<file path="config.mk">
export PLATFORM = sky130hd
export DESIGN_NAME = alarm_bell_n
export DESIGN_NICKNAME = d
export VERILOG_FILES = /design/src/rtl/alarm_bell_n.sv
export SDC_FILE = /design/constraint.sdc
export NUM_CORES = 1
export LEC_CHECK = 0
export BUFFER_PORTS_ARGS = -buffer_cell sky130_fd_sc_hd__buf_2
export CORE_UTILIZATION = 45
export DETAILED_ROUTE_END_ITERATION = 6
export PLACE_DENSITY = 0.8
export SYNTH_ARGS = -nofsm -noshare
export SYNTH_HDL_FRONTEND = slang
export SYNTH_SLANG_ARGS = --single-unit
</file>
<file path="constraint.sdc">
create_clock -name CP -period 4.6 [get_ports CP]
set_input_delay 1.15 -clock CP [delete_from_list [all_inputs] [get_ports CP]]
set_output_delay 1.15 -clock CP [all_outputs]
set_load 0.03 [all_outputs]
</file>
<file path="src/rtl/alarm_bell_n.sv">
// alarm_bell_n
// Multi-channel alarm and hourly-chime controller for the BCD digital clock.
// It compares the running BCD time against N_ALARM enabled alarm settings.
// While ringing, the bell sounds on a 1 s on/off beat for RING_SEC seconds.
// Snooze pauses the bell for SNOOZE_MIN minutes, up to MAX_SNOOZE times per
// alarm event. When no alarm is active, the bell gives the four-low/one-high
// hourly chime.
//
// Ports
//   CP          system clock, rising edge
//   CR          synchronous active-high reset
//   Tick1Hz     one-cycle strobe per second, aligned with the time update
//   ToneHi/Lo   square-wave tone sources
//   Hour/Min/Sec current time, BCD
//   AlmHr/AlmMin alarm settings, BCD, channel i at [8i+7:8i]
//   AlmEn       per-channel alarm enable
//   SnoozeKey   debounced key level (rising edge acts)
//   StopKey     debounced key level (rising edge acts)
//   Bell        buzzer drive
//   Ringing     high while in RING
//   Snoozing    high while in SNOOZE
//   ActCh       channel that owns the current alarm event
//
// Handshake: none. The keys are levels, Tick1Hz is a single-cycle strobe, and
// every output is a plain level.
module alarm_bell_n #(
   parameter int N_ALARM    = 4,
   parameter int CH_W       = 2,
   parameter int RING_SEC   = 60,
   parameter int SNOOZE_MIN = 5,
   parameter int MAX_SNOOZE = 3,
   parameter int CHIME      = 1
) (
   input  logic                 CP,
   input  logic                 CR,
   input  logic                 Tick1Hz,
   input  logic                 ToneHi,
   input  logic                 ToneLo,
   input  logic [7:0]           Hour,
   input  logic [7:0]           Min,
   input  logic [7:0]           Sec,
   input  logic [N_ALARM*8-1:0] AlmHr,
   input  logic [N_ALARM*8-1:0] AlmMin,
   input  logic [N_ALARM-1:0]   AlmEn,
   input  logic                 SnoozeKey,
   input  logic                 StopKey,
   output logic                 Bell,
   output logic                 Ringing,
   output logic                 Snoozing,
   output logic [CH_W-1:0]      ActCh
);

   typedef enum logic [1:0] {
      ST_IDLE   = 2'd0,
      ST_RING   = 2'd1,
      ST_SNOOZE = 2'd2
   } state_t;

   localparam logic [7:0] RING_LAST = 8'(RING_SEC - 1);
   localparam logic [9:0] SNZ_LAST  = 10'(SNOOZE_MIN * 60 - 1);
   localparam logic [2:0] SNZ_MAX   = 3'(MAX_SNOOZE);

   state_t            state_q, state_d;
   logic [CH_W-1:0]   act_ch_q, act_ch_d;
   logic              beat_q, beat_d;
   logic [7:0]        ring_cnt_q, ring_cnt_d;
   logic [9:0]        snz_cnt_q, snz_cnt_d;
   logic [2:0]        snz_used_q, snz_used_d;

   // Two-stage key sampling. The edge comes from the registered pair, so the
   // state moves on the second edge after the key rises.
   logic snz_key_q, snz_key_prev_q;
   logic stop_key_q, stop_key_prev_q;
   logic snz_edge, stop_edge;

   logic            match_any;
   logic [CH_W-1:0] match_ch;
   logic            act_en;

   assign snz_edge  = snz_key_q & ~snz_key_prev_q;
   assign stop_edge = stop_key_q & ~stop_key_prev_q;

   // Lowest matching channel wins. The loop scans downward so the last hit
   // assigned is the lowest index.
   always_comb begin
      match_any = 1'b0;
      match_ch  = '0;
      for (int i = N_ALARM - 1; i >= 0; i--) begin
         if (AlmEn[i] && Hour == AlmHr[8*i +: 8] && Min == AlmMin[8*i +: 8]
             && Sec == 8'h00) begin
            match_any = 1'b1;
            match_ch  = CH_W'(i);
         end
      end
   end

   // Enable of the owning channel. A loop avoids indexing past N_ALARM.
   always_comb begin
      act_en = 1'b0;
      for (int i = 0; i < N_ALARM; i++) begin
         if (act_ch_q == CH_W'(i)) act_en = AlmEn[i];
      end
   end

   always_comb begin
      state_d    = state_q;
      act_ch_d   = act_ch_q;
      beat_d     = beat_q;
      ring_cnt_d = ring_cnt_q;
      snz_cnt_d  = snz_cnt_q;
      snz_used_d = snz_used_q;
      case (state_q)
         ST_IDLE: begin
            if (Tick1Hz && match_any) begin
               state_d    = ST_RING;
               act_ch_d   = match_ch;
               ring_cnt_d = '0;
               beat_d     = 1'b1;
               snz_used_d = '0;
            end
         end
         ST_RING: begin
            // A key transition takes precedence over a same-cycle tick.
            if (stop_edge || !act_en) begin
               state_d = ST_IDLE;
            end else if (snz_edge && snz_used_q < SNZ_MAX) begin
               state_d    = ST_SNOOZE;
               snz_cnt_d  = '0;
               snz_used_d = snz_used_q + 3'd1;
            end else if (Tick1Hz) begin
               if (ring_cnt_q == RING_LAST) begin
                  state_d = ST_IDLE;
               end else begin
                  ring_cnt_d = ring_cnt_q + 8'd1;
                  beat_d     = ~beat_q;
               end
            end
         end
         ST_SNOOZE: begin
            if (stop_edge || !act_en) begin
               state_d = ST_IDLE;
            end else if (Tick1Hz) begin
               if (snz_cnt_q == SNZ_LAST) begin
                  state_d    = ST_RING;
                  ring_cnt_d = '0;
                  beat_d     = 1'b1;
               end else begin
                  snz_cnt_d = snz_cnt_q + 10'd1;
               end
            end
         end
         default: state_d = ST_IDLE;
      endcase
   end

   always_ff @(posedge CP) begin
      if (CR) begin
         state_q         <= ST_IDLE;
         act_ch_q        <= '0;
         beat_q          <= 1'b0;
         ring_cnt_q      <= '0;
         snz_cnt_q       <= '0;
         snz_used_q      <= '0;
         // Load the live key level so a key held through reset gives no edge.
         snz_key_q       <= SnoozeKey;
         snz_key_prev_q  <= SnoozeKey;
         stop_key_q      <= StopKey;
         stop_key_prev_q <= StopKey;
      end else begin
         state_q         <= state_d;
         act_ch_q        <= act_ch_d;
         beat_q          <= beat_d;
         ring_cnt_q      <= ring_cnt_d;
         snz_cnt_q       <= snz_cnt_d;
         snz_used_q      <= snz_used_d;
         snz_key_q       <= SnoozeKey;
         snz_key_prev_q  <= snz_key_q;
         stop_key_q      <= StopKey;
         stop_key_prev_q <= stop_key_q;
      end
   end

   // Bell is combinational so the tone passes through without a cycle of lag.
   always_comb begin
      Bell = 1'b0;
      case (state_q)
         ST_RING: Bell = ToneHi & beat_q;
         ST_IDLE: begin
            if (CHIME != 0 && Min == 8'h59) begin
               if (Sec == 8'h51 || Sec == 8'h53 || Sec == 8'h55 || Sec == 8'h57)
                  Bell = ToneLo;
               else if (Sec == 8'h59)
                  Bell = ToneHi;
            end
         end
         default: Bell = 1'b0;
      endcase
   end

   assign Ringing  = (state_q == ST_RING);
   assign Snoozing = (state_q == ST_SNOOZE);
   assign ActCh    = act_ch_q;

endmodule

</file>
Word-level counts from Yosys, hierarchy flattened
Cells that the tools add are included. W data, S select, Z words.

Add/subtract/negate cells: 3. Order comparisons: 1. Equality and inequality tests: 35. Mux-type cells: 55. Bitwise operators: 6. Reduce and logical (&&, ||, !) cells: 30.

Operators with widths (number): $eq A8 B8 Y1 (8); $mux W8 (8); $mux W10 (5); $eq A8 B7 Y1 const B (6); $mux W2 (12); $pmux W8 S3 (1); $mux W1 (21); $pmux W10 S2 (1); $ne A2 B2 Y1 const B (8); $logic_and A1 B1 Y1 (14); $add A10 B1 Y10 const B (1); $eq A10 B9 Y1 const B (1); $mux W3 (3); $reduce_and A9 Y1 (1); $add A8 B1 Y8 const B (1); $eq A8 B6 Y1 const B (1); $logic_not A8 Y1 (1); $eq A2 B2 Y1 const B (3); $pmux W2 S3 (1); $pmux W3 S2 (1); $reduce_and A6 Y1 (1); $reduce_and A5 Y1 (1); $eq A2 B1 Y1 const B (2); $logic_not A2 Y1 (2); other kinds (17) (26).

Bits in registers: 30. Output and inout bits: 5. Word-level logic and storage cells: 140.

Depth between registers and ports, before layout
Gate-level depths: netlist of run 1.

Depth in word-level cells: 11. Depth in mapped cells: 10.

Least setup slack after synthesis of run 1
OpenSTA, ideal clock, no wires.

Path kind: input -> output. Start point: input Min[6]. End point: output Bell. Data arrival time: 2075 ps. Required time: 3450 ps. Setup slack: 1375 ps. Stages: 4. Path buffers: 1. Cell sequence: clkbuf_1 > nand4b_1 > nor4_1 > a32o_1.

Cells in the longest elaborated chain, start to end: 3.

Ends and longest elaborated chain: start: declaration (line 40) `input logic [7:0] Min,`; $eq A8 B7 Y1 (line 189) `if (CHIME != 0 && Min == 8'h59) begin`; $mux W1 (line 189); $pmux W1 S2 (line 186) `case (state_q)`; end: declaration (line 47) `output logic Bell,`.

Every way passes these cells.

Worst setup path after layout of run 1
Start point: input Min[5]. End point: output Bell.

Same word-level chain as after synthesis.

==> metrics.md, run 1 <==
| Metric | Value |
|---|---|
| Final max-slew violation count | `0` |
| Die height | `73.3 um` |
| Highest Clock Rate | `0.300 GHz` |
| Adder and majority gate portion of the synthesized area | `0.0164` |
| Total Routed Length | `5810 um` |
| Routed via count | `2,279` |
| Number of instances in the synthesized netlist | `273` |
| Max H-tree Level | `2` |
| Status | `complete, no violations` |
| Critical path required time | `3.45 ns` |
| Pin slew with the least headroom to its limit | `0.542 ns` |
| Final routed wire length divided by cell count | `13.3 um` |
| Number of sinks on the clock net | `30` |
| Initial antenna violation count | `0` |
| Setup violation total in the final timing report | `0` |
| Initial Utilization | `0.475` |
| Post-route clock skew | `0.00171 ns` |
| Number of violations of the max-capacitance limit | `0` |
| Unique masters post-synth | `51` |
| Syn_nets | `375` |
| Per-instance average area after synthesis | `8.38 um2` |
| Maximum ir drop on the vdd rail | `0.000118 V` |
| Most frequent cells in the layout | `103 x sky130_fd_sc_hd__buf_2, 45 x sky130_fd_sc_hd__xnor2_1, 30 x sky130_fd_sc_hd__dfxtp_1` |
| Placeable core area | `0.00482 mm2` |
| Wire length of the first global-routing pass | `9490 um` |
| Sequential element share of the synthesized area | `0.262` |
| Worst hold start | `ring_cnt_q[5]` |
| Final-layout setup total negative slack | `0 ns` |
| Count of instances resized after the clock tree is built | `0` |
| Via/cell ratio | `5.22` |
| Diodes inserted | `0` |
| Type of element launching the critical path | `primary input` |
| WS Path Type | `primary input to primary output` |
| Initial drt markers | `99` |
| Worst reg2reg path endpoint | `snz_cnt_q[6]` |
| Max-Slew Margin vs Limit | `0.638` |
| Commonest non-fill, non-tap cell in the layout | `sky130_fd_sc_hd__buf_2` |
| DRC violations left | `0` |
| Clock tree from TritonCTS | `built` |
| Number of buffers created by CTS | `5` |
| Crit path capture type | `primary output` |
| Setup repair after global routing missed its margin | `false` |
| Xor/xnor cell area share of the yosys netlist | `0.283` |
| Total number of nets in the final design | `473` |
| Ratio of final minimum period to clock period | `0.724` |
| Reg2Reg Depth | `6` |
| Count of port buffers added during placement | `103` |
| Clk buf depth | `2` |
| Dpl cell area | `0.00283 mm2` |
| Time the worst path needs with I/O delays and setup | `3.33 ns` |
| Total overflow reported by the global router | `0` |
| Summed instance area of the synthesized netlist | `0.00229 mm2` |
| Largest net degree at the start of global routing | `16` |
| Post-synthesis share of cell area spent on and, or, nand and nor gates | `0.244` |
| P per Cell Area | `206 mW/mm2` |
| Post-CTS repair timing setup buffer count | `0` |
| Hold Path Class | `register to register` |
| Placer Congestion | `0.963` |
| Share of cells above drive strength 1 | `0.332` |
| End point of the most critical hold path | `ring_cnt_q[5]` |
| Hold Path Cell Cnt | `2` |
| Full die area | `0.00537 mm2` |
| Highest net fanout along the worst path | `5` |
| HPWL after detailed placement | `4930 um` |
| Final instance area | `0.00291 mm2` |
| Number of cells in the design after placement | `431` |
| Worst endpoint data arrival time | `2.18 ns` |
| Area delta synth->final | `27.2%` |
| Minimum setup slack among reg-to-reg paths | `2.35 ns` |
| Post-synthesis compound-gate area fraction | `0.137` |
| Post-synthesis register bit count | `30` |
| Fraction of synthesized area in multiplexers | `0.0230` |
| Initial DRT Pass Iterations | `4` |
| Die Span X | `73.3 um` |
| RR Startpoint | `snz_used_q[1]` |
| Vias in the first global route | `2,135` |
| Number of placement rows | `25` |
| Clock edge transition at the registers on the reported setup and hold paths | `0.06 ns` |
| Hold violation count in the final report | `0` |
| Worst hold margin | `0.487 ns` |
| Worst-Skew Late Latency | `0.28 ns` |
| I/O pins | `104` |
| Count of antenna-violating nets left after detailed routing | `0` |
| GRT Util Overall | `0.232` |
| CTS Root Cell | `sky130_fd_sc_hd__clkbuf_8` |
| Post-route insts no fill | `437` |
| Hold bufs inserted after CTS | `0` |
| Warnings from Yosys | `0` |
| Leakage | `0.00123 uW` |
| Dominant combinational cell family by area after synthesis | `XOR/XNOR gates` |
-- power breakdown --
| part | internal, uW | total, uW | leakage [uW] | switching (uW) |
|---|---|---|---|---|
| Combinational | 69.8 | 134 | 0.000940 | 63.8 |
| Clock | 115 | 204 | 0.0000431 | 88.5 |
| Sequential | 262 | 263 | 0.000243 | 0.809 |
| Total | 447 | 600 | 0.00123 | 153 |
-- per-layer routing --
layer	part of all wire	vias up	wire (um)	GRT usage
li1	-	1158	-	-
met1	0.44	1043	2550	0.280
met2	0.49	64	2850	0.396
met3	0.045	14	259	0.0453
met4	0.026	0	152	0.107
met5	0	-	0	0
-- logic make-up (layout without fill, tap and decap cells) --
group | count (synthesis) | after routing
muxes | 4 | 4
xor gates and xnor gates | 74 | 74
DFF | 30 | 30
adders and majority gates | 3 | 3
buffers and inverters | 17 | 114
AOI/OAI and AO/OA | 41 | 41
and+or+nand+nor | 104 | 104
-- registers in the layout, indices dropped and copies added, names as in the netlist --
signal and cells:
ring_cnt_q 8, stop_key_prev_q 1, snz_cnt_q 10, ActCh 2, snz_key_q 1, state_q 2, beat_q 1, snz_key_prev_q 1
stop_key_q 1, snz_used_q 3
-- cell type report --
| class | count | area [um2] |
|---|---|---|
| tap | 67 | 83.8 |
| inverter | 5 | 18.8 |
| clock buffer | 6 | 82.6 |
| multi-input combinational | 226 | 1610 |
| timing repair buffer | 103 | 515 |
| sequential | 30 | 601 |
| fill | 433 | 1910 |
-- stage by stage --
stage	setup slack, ns	total power, uW	utilization
2_1_floorplan	1.37	338	-
3_3_place_gp	1.28	400	0.587
3_5_place_dp	1.28	402	0.587
4_1_cts	1.28	606	0.604
5_1_grt	1.18	631	0.604
6_report	1.27	600	0.604
-- synth_stat cells, drive strengths merged --
| master | instances | area share |
|---|---|---|
| a21oi | 8 | 0.019 |
| nor3b | 1 | 0.0033 |
| nor2 | 21 | 0.034 |
| nor4 | 7 | 0.025 |
| nand3 | 12 | 0.026 |
| xor2 | 29 | 0.11 |
| dfxtp | 30 | 0.26 |
| o211ai | 2 | 0.0066 |
| inv | 5 | 0.0082 |
| mux2i | 3 | 0.013 |
| and2 | 1 | 0.0027 |
| or2 | 2 | 0.0055 |
| nand3b | 1 | 0.0033 |
| nand2 | 19 | 0.033 |
| o21a | 2 | 0.0066 |
| a2111oi | 2 | 0.010 |
| nand2b | 1 | 0.0027 |
| nor2b | 3 | 0.0082 |
| buf | 6 | 0.016 |
| o32ai | 1 | 0.0038 |
| mux4 | 1 | 0.0098 |
| clkbuf | 6 | 0.0098 |
| o21ai | 10 | 0.024 |
| or3 | 6 | 0.019 |
| a22oi | 2 | 0.0066 |
| a21o | 1 | 0.0033 |
| and3 | 3 | 0.0082 |
| ha | 3 | 0.016 |
| nor4b | 2 | 0.0077 |
| xnor2 | 45 | 0.17 |
| and4 | 1 | 0.0038 |
| o22ai | 1 | 0.0027 |
| a31oi | 1 | 0.0093 |
| o22a | 1 | 0.0077 |
| a31o | 1 | 0.0038 |
| o21ba | 2 | 0.0087 |
| nand4b | 1 | 0.0038 |
| a211oi | 4 | 0.013 |
| o21bai | 1 | 0.0033 |
| nor3 | 9 | 0.020 |
| a311oi | 1 | 0.0038 |
| nand4 | 14 | 0.038 |
| a32o | 1 | 0.0044 |
-- critical path, cell delays in order --
cell and delay, ns:
sky130_fd_sc_hd__buf_2 0.15, sky130_fd_sc_hd__nand4b_1 0.18, sky130_fd_sc_hd__nor4_1 0.30, sky130_fd_sc_hd__a32o_1 0.19, sky130_fd_sc_hd__buf_2 0.20
-- worst max-delay path by stage --
stage	slack [ns]	endpoint	start
floorplan	1.37	Bell	Min[6]
global placement	1.28	Bell	Min[5]
detailed placement	1.28	Bell	Min[5]
CTS	1.28	Bell	Min[5]
global route	1.18	Bell	Sec[5]
finish	1.27	Bell	Min[5]
Note: power is estimated with default switching activity, not from simulation.
==> run 2, diff against run 1 <==
- CORE_UTILIZATION: 45 -> 43
- clock period: 4.6 -> 3 ns (I/O delays scaled with it)
==> run 2 against run 1 <==
Combinational power up 56%. Wire length increased by 7.5%. Core utilization shrank 3.4 points. Die area is 4.5% higher. Critical path type is now register to primary output. Largest power group unchanged.
==> metrics.md, run 2 (synthesis results as in run 1) <==
| Metric | Value |
|---|---|
| Hold Path Cell Cnt | `2 (unchanged)` |
| Maximum ir drop on the vdd rail | `0.000168 V (+42%)` |
| Post-CTS repair timing setup buffer count | `0 (unchanged)` |
| Total number of nets in the final design | `473 (unchanged)` |
| Relative contribution of combinational cells to total power | `0.227 (+0.004)` |
| Most frequent cells in the layout | `103 x sky130_fd_sc_hd__buf_2, 45 x sky130_fd_sc_hd__xnor2_1, 30 x sky130_fd_sc_hd__dfxtp_1` |
| Initial DRT Pass Iterations | `4 (unchanged)` |
| Count of instances resized after the clock tree is built | `0 (unchanged)` |
| Largest regs | `snz_cnt_q x10, ring_cnt_q x8, snz_used_q x3` |
| Hold violation count in the final report | `0 (unchanged)` |
| Total overflow reported by the global router | `0 (unchanged)` |
| Ratio of final minimum period to clock period | `0.888` |
| Count of port buffers added during placement | `103 (unchanged)` |
| Reg2Reg Depth | `8 (+2)` |
| Net switching power | `253 uW (+65%)` |
| Clk buf depth | `2 (unchanged)` |
| Number of buffers created by CTS | `5 (unchanged)` |
| Die Span X | `75.0 um (+2.2%)` |
| Worst hold start | `ring_cnt_q[7]` |
| Status | `complete, no violations` |
| Count of antenna-violating nets left after detailed routing | `0 (unchanged)` |
| GRT Util Overall | `0.239 (+0.00677)` |
| Number of flip-flops under the largest register name | `10 (unchanged)` |
| Initial Utilization | `0.448 (-0.0270)` |
| Clock edge transition at the registers on the reported setup and hold paths | `0.07 ns (about the same)` |
| Max-Slew Margin vs Limit | `0.652 (+0.0140)` |
| Number of sinks on the clock net | `30 (unchanged)` |
| Die height | `75.0 um (+2.2%)` |
| Full die area | `0.00562 mm2 (+4.5%)` |
| Highest Clock Rate | `0.376 GHz` |
| Internal Dissipation | `664 uW (+49%)` |
| RR Startpoint | `ring_cnt_q[0]` |
| Routed via count | `2,304 (+1.1%)` |
| Pin slew with the least headroom to its limit | `0.518 ns (-0.0234 ns)` |
| Register ranked first by flip-flop count | `snz_cnt_q` |
| Wire length of the first global-routing pass | `10,100 um (+6.3%)` |
| Number of inserted filler cells in the final layout | `469 (+8.3%)` |
| Area delta synth->final | `27.2% (unchanged)` |
| Leakage | `0.00123 uW (about the same)` |
| Largest net degree at the start of global routing | `16 (unchanged)` |
| Minimum setup slack among reg-to-reg paths | `0.77 ns (-1.58 ns)` |
| Commonest non-fill, non-tap cell in the layout | `sky130_fd_sc_hd__buf_2` |
| Placeable core area | `0.00511 mm2 (+6.0%)` |
| Share of cells above drive strength 1 | `0.334 (+0.00180)` |
| Final max-slew violation count | `0 (unchanged)` |
| End point of the most critical hold path | `ring_cnt_q[7]` |
| Hold Path Class | `register to register` |
| Number of placement rows | `26 (+4.0%)` |
| Placer Congestion | `0.945 (-1.9%)` |
| Worst reg2reg path endpoint | `ring_cnt_q[5]` |
| Final routed wire length divided by cell count | `14.2 um (+6.6%)` |
| Clock power frac | `0.334 (-0.005)` |
| Critical path required time | `2.25 ns (-1.20 ns)` |
| P per Cell Area | `315 mW/mm2 (+53%)` |
| DRC violations left | `0 (unchanged)` |
| Part of the total power dissipated in sequential elements | `0.439 (about the same)` |
| Time the worst path needs with I/O delays and setup | `2.66 ns` |
| Clock tree from TritonCTS | `built` |
| HPWL after detailed placement | `5210 um (+5.5%)` |
| Post-layout total power | `918 uW (+53%)` |
| Setup repair after global routing missed its margin | `false` |
| Type of element launching the critical path | `register` |
| I/O pins | `104 (unchanged)` |
| CTS Root Cell | `sky130_fd_sc_hd__clkbuf_8` |
| Final-layout setup total negative slack | `0 ns (unchanged)` |
| Setup violation total in the final timing report | `0 (unchanged)` |
| Worst endpoint data arrival time | `1.91 ns (-0.27 ns)` |
| Initial antenna violation count | `0 (unchanged)` |
| Sw frac | `0.276 (+0.0209)` |
| WS Path Type | `register to primary output` |
| Vias in the first global route | `2,265 (+6.1%)` |
| Crit path capture type | `primary output` |
| Worst-Skew Late Latency | `0.28 ns (about the same)` |
| Total Routed Length | `6250 um (+7.5%)` |
| Post-route clock skew | `0.00625 ns (+0.00454 ns)` |
| Via/cell ratio | `5.22 (+0.18%)` |
| Initial drt markers | `106 (+7.1%)` |
| Max H-tree Level | `2 (unchanged)` |
| Hold bufs inserted after CTS | `0 (unchanged)` |
| Highest net fanout along the worst path | `6 (+1)` |
| Number of violations of the max-capacitance limit | `0 (unchanged)` |
| Diodes inserted | `0 (unchanged)` |
==> run 2: changes by cell type in the layout (fill, tap and decap cells not counted) <==
cell and change:
sky130_fd_sc_hd__clkbuf_8 -1, sky130_fd_sc_hd__clkinv_2 +2
==> run 2: how the worst max path moves through the flow <==
stage               startpoint             to  slack, ns  depth (start not counted)
finish              state_q[1]           Bell       0.34                          6
global route        state_q[1]           Bell       0.22                          6
CTS                 state_q[1]           Bell       0.32                          6
detailed placement     Hour[6]  ring_cnt_q[7]       0.13                          9
global placement        Sec[0]  ring_cnt_q[7]       0.23                          9
floorplan               Min[1]  ring_cnt_q[7]       0.35                         10
==> run 2: critical path, stage by stage, from the launching register on <==
cell and delay, ns:
sky130_fd_sc_hd__dfxtp_1 0.34, sky130_fd_sc_hd__or2_2 0.38, sky130_fd_sc_hd__nor3_1 0.16, sky130_fd_sc_hd__nand4_1 0.11, sky130_fd_sc_hd__nor4_1 0.25, sky130_fd_sc_hd__a32o_1 0.19, sky130_fd_sc_hd__buf_2 0.20
==> run 2: layer usage <==
layer / wire length, um / share of wire / global-route usage
met4: 127 / 0.020 / 0.0839
met2: 3110 / 0.50 / 0.415
met5: 0 / 0 / 0
met3: 366 / 0.059 / 0.0455
met1: 2640 / 0.42 / 0.293
==> run 2: layout make-up <==
cell class              count  area (um2)  area share
clock buffers               5        68.8      0.0236
multi-input cells         226        1610       0.553
inverters                   5        18.8     0.00645
flip-flops and latches     30         601       0.206
clock inverters             2        10.0     0.00344
well taps                  70        87.6      0.0301
repair buffers            103         515       0.177
==> run 2: stage by stage <==
stage | std cells | cell area (um2) | utilization | hold WS [ns] | worst slack, ns
after floorplan | 273 | 2290 | - | 0.451 | 0.352
after global placement | 434 | 2830 | 0.555 | 0.461 | 0.228
after detailed placement | 434 | 2830 | 0.555 | 0.476 | 0.131
after CTS | 441 | 2910 | 0.570 | 0.487 | 0.317
after global routing | 441 | 2910 | 0.570 | 0.527 | 0.222
final | 441 | 2910 | 0.570 | 0.493 | 0.337
==> run 2: power groups by stage <==
stage	registers [uW]	clock network, uW	logic, uW
after detailed placement	412	0	207
after global routing	403	330	227
after floorplan	412	0	107
after CTS	403	313	208
after global placement	412	0	204
final	403	306	209
